`src/rtl/serial_sub_pkg.sv`:
```
// Shared definitions for the bit-serial subtractor: controller states and
// the default operand width.
package serial_sub_pkg;

  // Controller states: wait for a request, process one bit per clock,
  // then present the one-cycle completion pulse.
  typedef enum logic [1:0] {
    IDLE  = 2'd0,
    SHIFT = 2'd1,
    DONE  = 2'd2
  } state_t;

  // Default operand / result width in bits.
  localparam int DEFAULT_WIDTH = 4;

endpackage

```
`src/rtl/full_subtractor.sv`:
```
// One-bit full subtractor cell: diff = a - b - bi, with borrow out.
// Purely combinational; the serial subtractor reuses a single instance
// for every bit position.
module full_subtractor (
  input  logic a,
  input  logic b,
  input  logic bi,
  output logic diff,
  output logic bo
);

  assign diff = a ^ b ^ bi;
  // Borrow when a < b outright, or when a == b and a borrow is pending.
  assign bo   = (~a & b) | (~(a ^ b) & bi);

endmodule

```
`src/rtl/serial_subtractor.sv`:
```
// Bit-serial two's-complement subtractor: diff = r1 - r2 - bi, one bit per
// clock, LSB first, with a start/busy/done handshake. Latency is WIDTH
// edges from the accepting edge; throughput one operation per WIDTH+2
// cycles.
// Optional feature: define SERIAL_SUB_OVF_EN to add the registered signed
// overflow output ovf (and the operand sign-capture flops it needs).
module serial_subtractor
  import serial_sub_pkg::*;
#(
  parameter int WIDTH = DEFAULT_WIDTH
) (
  input  logic             clk,
  input  logic             rst,
  input  logic             start,
  input  logic [WIDTH-1:0] r1,
  input  logic [WIDTH-1:0] r2,
  input  logic             bi,
  output logic             busy,
  output logic             done,
  output logic [WIDTH-1:0] diff,
  output logic             borrow
`ifdef SERIAL_SUB_OVF_EN
  ,
  output logic             ovf
`endif
);

  localparam int CW = $clog2(WIDTH);

  state_t           state;
  logic [WIDTH-1:0] a;        // minuend, shifted right each SHIFT edge
  logic [WIDTH-1:0] b;        // subtrahend, shifted right each SHIFT edge
  logic [WIDTH-1:0] p;        // partial result, filled from the MSB end
  logic             br;       // borrow carried between bit positions
  logic [CW-1:0]    cnt;      // index of the bit being processed

  logic             cell_d;
  logic             cell_bo;
  logic             last_bit;
  logic             accept;
  logic             finish;
  logic [WIDTH-1:0] p_next;

  // The single shared cell always works on the current LSBs.
  full_subtractor u_cell (
    .a    (a[0]),
    .b    (b[0]),
    .bi   (br),
    .diff (cell_d),
    .bo   (cell_bo)
  );

  assign last_bit = (cnt == CW'(WIDTH - 1));
  assign accept   = (state == IDLE) && start;
  assign finish   = (state == SHIFT) && last_bit;
  // Partial result including the bit produced on this edge.
  assign p_next   = {cell_d, p[WIDTH-1:1]};

  // Control FSM, datapath shift registers and registered outputs.
  always_ff @(posedge clk or posedge rst) begin
    if (rst) begin
      state  <= IDLE;
      a      <= '0;
      b      <= '0;
      p      <= '0;
      br     <= 1'b0;
      cnt    <= '0;
      busy   <= 1'b0;
      done   <= 1'b0;
      diff   <= '0;
      borrow <= 1'b0;
    end else begin
      case (state)
        IDLE: begin
          done <= 1'b0;
          if (start) begin
            a     <= r1;
            b     <= r2;
            p     <= '0;
            br    <= bi;
            cnt   <= '0;
            busy  <= 1'b1;
            state <= SHIFT;
          end
        end
        SHIFT: begin
          a   <= {1'b0, a[WIDTH-1:1]};
          b   <= {1'b0, b[WIDTH-1:1]};
          p   <= p_next;
          br  <= cell_bo;
          cnt <= cnt + 1'b1;
          if (last_bit) begin
            // Results change only here, so they never show partial values.
            diff   <= p_next;
            borrow <= cell_bo;
            done   <= 1'b1;
            state  <= DONE;
          end
        end
        DONE: begin
          done  <= 1'b0;
          busy  <= 1'b0;
          state <= IDLE;
        end
        default: begin
          done  <= 1'b0;
          busy  <= 1'b0;
          state <= IDLE;
        end
      endcase
    end
  end

`ifdef SERIAL_SUB_OVF_EN
  logic a_sign;
  logic b_sign;

  // Capture operand signs at acceptance; flag signed overflow on completion.
  always_ff @(posedge clk or posedge rst) begin
    if (rst) begin
      a_sign <= 1'b0;
      b_sign <= 1'b0;
      ovf    <= 1'b0;
    end else begin
      if (accept) begin
        a_sign <= r1[WIDTH-1];
        b_sign <= r2[WIDTH-1];
      end
      if (finish) begin
        ovf <= (a_sign != b_sign) && (p_next[WIDTH-1] != a_sign);
      end
    end
  end
`else
  // accept/finish only feed the overflow logic; keep them referenced.
  logic unused_ctl;
  assign unused_ctl = accept ^ finish;
`endif

endmodule

```
`config.mk`:
```
export PLATFORM = sky130hd
export DESIGN_NAME = serial_subtractor
export DESIGN_NICKNAME = d
export VERILOG_FILES = /design/src/rtl/serial_sub_pkg.sv /design/src/rtl/full_subtractor.sv /design/src/rtl/serial_subtractor.sv
export SDC_FILE = /design/constraint.sdc
export NUM_CORES = 1
export LEC_CHECK = 0
export CORE_ASPECT_RATIO = 1.1
export CORE_MARGIN = 4
export CORE_UTILIZATION = 45
export CTS_CLUSTER_DIAMETER = 80
export DETAILED_ROUTE_END_ITERATION = 12
export PLACE_DENSITY = 0.82
export REMOVE_ABC_BUFFERS = 1
export SYNTH_ARGS = -nofsm -noshare
export SYNTH_HDL_FRONTEND = slang
export SYNTH_HIERARCHICAL = 1
export SYNTH_SLANG_ARGS = --single-unit
```
`constraint.sdc`:
```
create_clock -name clk -period 1.25 [get_ports clk]
set_input_delay 0.125 -clock clk [delete_from_list [all_inputs] [get_ports clk]]
set_output_delay 0.125 -clock clk [all_outputs]
set_load 0.05 [all_outputs]
```
# Yosys cells after proc, flatten, opt, wreduce, memory -nomap -nowiden

Index checks and enable logic that the tools add are counted.
W data, S select, Z words.

$add $sub $neg: 1
Equal/unequal tests: 4
Multiplexer cells: 17
Bitwise operators: 8
Reductions and logical operators: 6

Operators with widths:

| kind                  | count |
|---|---|
| $pmux W4 S2           | 3 |
| $mux W4               | 3 |
| $pmux W2 S2           | 2 |
| $reduce_and A2 Y1     | 4 |
| $mux W2               | 3 |
| $mux W1               | 4 |
| $ne A2 B2 Y1 const B  | 2 |
| $pmux W1 S2           | 2 |
| $not A1 Y1            | 3 |
| $add A2 B1 Y2 const B | 1 |
| $and A1 B1 Y1         | 2 |
| $eq A2 B1 Y1 const B  | 1 |
| $eq A2 B2 Y1 const B  | 1 |
| $logic_not A2 Y1      | 1 |
| $reduce_bool A2 Y1    | 1 |
| $xor A1 B1 Y1         | 2 |
| $or A1 B1 Y1          | 1 |

Bits in registers: 24

# Logic depth before layout (Yosys ltp)

Gate-level depths: netlist (run 1).

Word-level depth: 5
Depth in mapped cells: 5
Mapped depth without buffers: 5

# By module

The synthesis (run 1) kept the hierarchy.

Modules (own cells, without submodules):

| module            | instances | cells each | area an instance (um^2) | seq. area each (um^2) |
|---|---|---|---|---|
| serial_subtractor | 1         | 81         | 1009.7                  | 575.6 |
| full_subtractor   | 1         | 4          | 31.3                    | 0.0 |

# Least setup slack after synthesis (run 1)

OpenSTA, ideal clock, no wires.

Kind: reg2reg
Start: reg cnt[0]
End: reg borrow
Arrival: 1.124 ns
Data required time: 1.125 ns
Path slack: 0.001 ns
Stages on the path, launching flop included: 4
Path buffers: 0
Cell sequence: dfrtp_1 > ha_1 > nand3b_1 > mux2_2

Cells in the longest elaborated chain, start to end: 2

Ends and longest elaborated chain:

| element                     | line                    | source |
|---|---|---|
| start, declared             | serial_subtractor.sv:35 | `logic [CW-1:0] cnt;` |
| start signal, assigned      | serial_subtractor.sv:91 | `cnt <= cnt + 1'b1;` |
| $eq A2 B2 Y1                | serial_subtractor.sv:53 | `assign last_bit = (cnt == CW'(WIDTH - 1));` |
| $reduce_and A2 Y1 (no line) | --                      |  |
| end signal, assigned        | serial_subtractor.sv:95 | `borrow <= cell_bo;` |
| end, declared               | serial_subtractor.sv:21 | `output logic borrow` |

No other way between the ends.
A chain may end at the register's enable or synchronous reset.

# Final worst setup path (run 1)

Start: reg a[0]
End: reg diff[3]

Cells in the longest elaborated chain, start to end: 2

Ends and longest elaborated chain:

| element                     | line                    | source |
|---|---|---|
| start, declared             | serial_subtractor.sv:31 | `logic [WIDTH-1:0] a;` |
| start signal, assigned      | serial_subtractor.sv:77 | `a <= r1;` |
| start signal, assigned      | serial_subtractor.sv:87 | `a <= {1'b0, a[WIDTH-1:1]};` |
| $xor A1 B1 Y1 (2 in series) | full_subtractor.sv:12   | `assign diff = a ^ b ^ bi;` |
| via cell_d                  | serial_subtractor.sv:37 | `logic cell_d;` |
| end signal, assigned        | serial_subtractor.sv:94 | `diff <= p_next;` |
| end, declared               | serial_subtractor.sv:20 | `output logic [WIDTH-1:0] diff,` |

The timed path passes the listed nets, and every way through them passes these cells.

==> flow_summary_export.csv, run 1 <==
group,metric,value,unit
power_and_ir_drop,p_switching,1.52,mW
yosys,async_flop_share,100,%
yosys,ys_seq_area_share,55.3,%
timing,hold_violations,0,
setup_path,worst_setup_path_end_kind,"flip-flop",
drt,drc_errors,0,
global_routing,grt_max_degree,24,
global_routing,antenna_found_initial,0,
cts,clk_pin_slew,0.12,ns
global_routing,grt_first_pass_wirelength,3420,um
status,failed_checks,"setup timing",
drt,wl_per_cell,14.3,um
cts,cts_tree,"yes",
power_and_ir_drop,p_int,2.39,mW
global_routing,grt_pass1_vias,765,
timing,maxSlewViolCount,0,
timing,slew_headroom,79.0,%
global_routing,overflow,0,
floorplan,dieArea,3150,um^2
cells_and_area,num-fill-cells,176,
timing,hold_ws,0.137,ns
floorplan,initial_utilization,46.7,%
setup_path,r2r_start,"a[0]$_DFFE_PP0P_",
power_and_ir_drop,comb_power_share,56.0,%
setup_path,startpoint,"a[0]$_DFFE_PP0P_",
placed_design,portBuffers,18,
placed_design,dp_worst_setup_slack,-0.223,ns
cts,root_buffer,"clkbuf_4",
run,max_cap_violations,0,
cells_and_area,diodes,0,
power_and_ir_drop,clock_power_share,8.9,%
drt,via_per_inst,5.26,
yosys,synth.distinct_cells,25,
cts,clockBufferDepth,2,
yosys,synth_edf_count,0,
yosys,syn_inst,85,
yosys,yosys_most_used_dff,"dfrtp_1",
drt,dr.pass1.iters,4,
drt,drtIter0Drc,7,
status,outcome,"finished with violations",
cts,clock_latency,0.31,ns
power_and_ir_drop,power_per_cell_area,2590,nW/um^2
setup_path,criticalPathCategory,"flip-flop to flip-flop",
power_and_ir_drop,power_frac_seq,35.1,%
timing,fmax,0.779,GHz
timing,setup_viol,5,
min_path,min_path_type,"input port to async pin",
power_and_ir_drop,p_sw_share,38.9,%
cts,numCtsBuffers,3,
yosys,ys_ff_latch,23,
floorplan,pin_count,19,
timing,fin_setup_tns,-0.0829,ns
floorplan,core_region_area,2230,um^2
cells_and_area,drive_above_1_share,39.1,%
yosys,syn-cell-area,1040,um^2
timing,rsz0062_at_grt,"true",
yosys,synth.top_cells.by_count,"dfrtp_1 (23), inv_1 (10), nor2_1 (6)",
setup_path,cp-start-kind,"flip-flop",
yosys,yosys_warnings,6,
timing,fin_ws,-0.0337,ns
cts,cts_sinks,23,
yosys,synth_top_area_share,55.3,%
cts,htree_levels,1,
yosys,synth_most_common_cell,"dfrtp_1",
setup_path,arrival,1.50,ns
power_and_ir_drop,power.static_leakage,0.697,nW
cells_and_area,final_area,1510,um^2
yosys,yosys-top-cells-area,"dfrtp_1 (55%), mux2_2 (5.4%), inv_1 (3.6%)",
timing,post-route-min-period,1.28,ns
yosys,synth_top_area_cell,"dfrtp_1",
floorplan,die_w,53.9,um
power_and_ir_drop,ir_drop,1.52,mV
cells_and_area,syn2layout_area_growth,45.0,%
placed_design,place_congestion,0.726,
timing,worst_pin_slew,0.311,ns
floorplan,rows,18,
timing,finClkSkew,0.00253,ns
setup_path,critPathMaxFanout,2,
drt,drtAntennaViolNets,0,
timing,finalCritPeriodShare,103,%
placed_design,dp_hpwl,1510,um
drt,vias,762,
cells_and_area,fin_nets,130,
placed_design,dpl.cell_count,137,
yosys,avgSynthCellArea,12.2,um^2
floorplan,die_height,58.4,um
cells_and_area,stdcell_count,145,
setup_path,critPathRequiredTime,1.47,ns
global_routing,track_usage,15.0,%
placed_design,dpl_cell_area,1360,um^2
drt,wl,2070,um
[cells by family (layout without fill, tap and decap cells)]
group / count (synthesis) / count (layout) / share of synthesized area (%)
compound gates: 17 / 17 / 14.7
fa+ha+maj: 2 / 2 / 3.12
buf+inv: 15 / 45 / 6.85
flops: 23 / 23 / 55.3
mux: 6 / 6 / 6.37
simple gates: 22 / 22 / 13.7
[stage by stage]
step                util [%]  power, mW
finish                  67.7       3.91
global route            67.7       4.18
CTS                     64.7       3.80
detailed placement      61.1       3.31
global placement        61.1       3.22
floorplan                  -       2.42
[worst paths after layout]
| path | to | slack (ns) | depth (start not counted) |
|---|---|---|---|
| min in group clk | a[3]$_DFFE_PP0P_ | 0.35 | 3 |
| max in group asynchronous | state[0]$_DFFE_PP0P_ | 0.87 | 3 |
| worst min-delay path | b[2]$_DFFE_PP0P_ | 0.14 | 3 |
| worst max-delay path | diff[3]$_DFFE_PP0P_ | -0.03 | 2 |
| worst max register to register | diff[3]$_DFFE_PP0P_ | -0.03 | 2 |
| worst min register to register | a[3]$_DFFE_PP0P_ | 0.52 | 1 |
[cell usage in the layout (no fill, tap or decap), types with 4 or more instances in the layout]
cell,count
clkdlybuf4s50_1,11
nor2_1,6
a22o_1,4
buf_6,4
buf_12,7
dfrtp_1,21
nand2b_1,4
buf_4,9
a221oi_2,4
inv_1,10
[final cells by class]
type	count	area [um^2]	area share, %
Tap cell	30	37.5	2.49
Clock buffer	4	26.3	1.74
Sequential cell	23	578	38.3
Inverter	10	37.5	2.49
Multi-Input combinational cell	47	467	30.9
Timing Repair Buffer	31	363	24.0
[flip-flops by register name, summed over array words and instances, names as in the netlist]
name and cells:
a 4, b 4, borrow 1, br 1
busy 1, cnt 2, diff 4, done 1
p 3, state 2
[repair_timing]
action	in CTS	in global routing
pin swaps	2	3
resized for setup	10	9
setup endpoints to repair	10	11
cloned	0	0
hold endpoints to repair	0	0
hold buffers	0	0
setup buffers	2	2
[critical path, cell delays in order, from the launching register on]
cell,delay [ns]
dfrtp_1,0.42
fa_1,0.49
mux2_2,0.27
[power by group through the flow]
stage	sequential, mW	combinational (mW)	clock, mW
floorplan	1.67	0.751	0
global placement	1.36	1.86	0
finish	1.37	2.19	0.347
CTS	1.37	2.06	0.361
global route	1.42	2.37	0.388
detailed placement	1.38	1.93	0
[metal layers]
metal / part of all wire [%] / global-route usage (%) / wire [um] / up-vias
li1: - / - / - / 366
met5: 0 / 0 / 0 / -
met2: 51 / 22.5 / 1060 / 18
met3: 4.6 / 3.54 / 96 / 3
met4: 1.5 / 7.30 / 31 / 0
met1: 43 / 20.1 / 880 / 375
(Power assumes the default switching activity.)
==> run 2: changes to the inputs <==
Settings changed: TNS_END_PERCENT from default to 100.
==> results of run 2 <==
Final layout, timing and power as in run 1 (identical DEF).
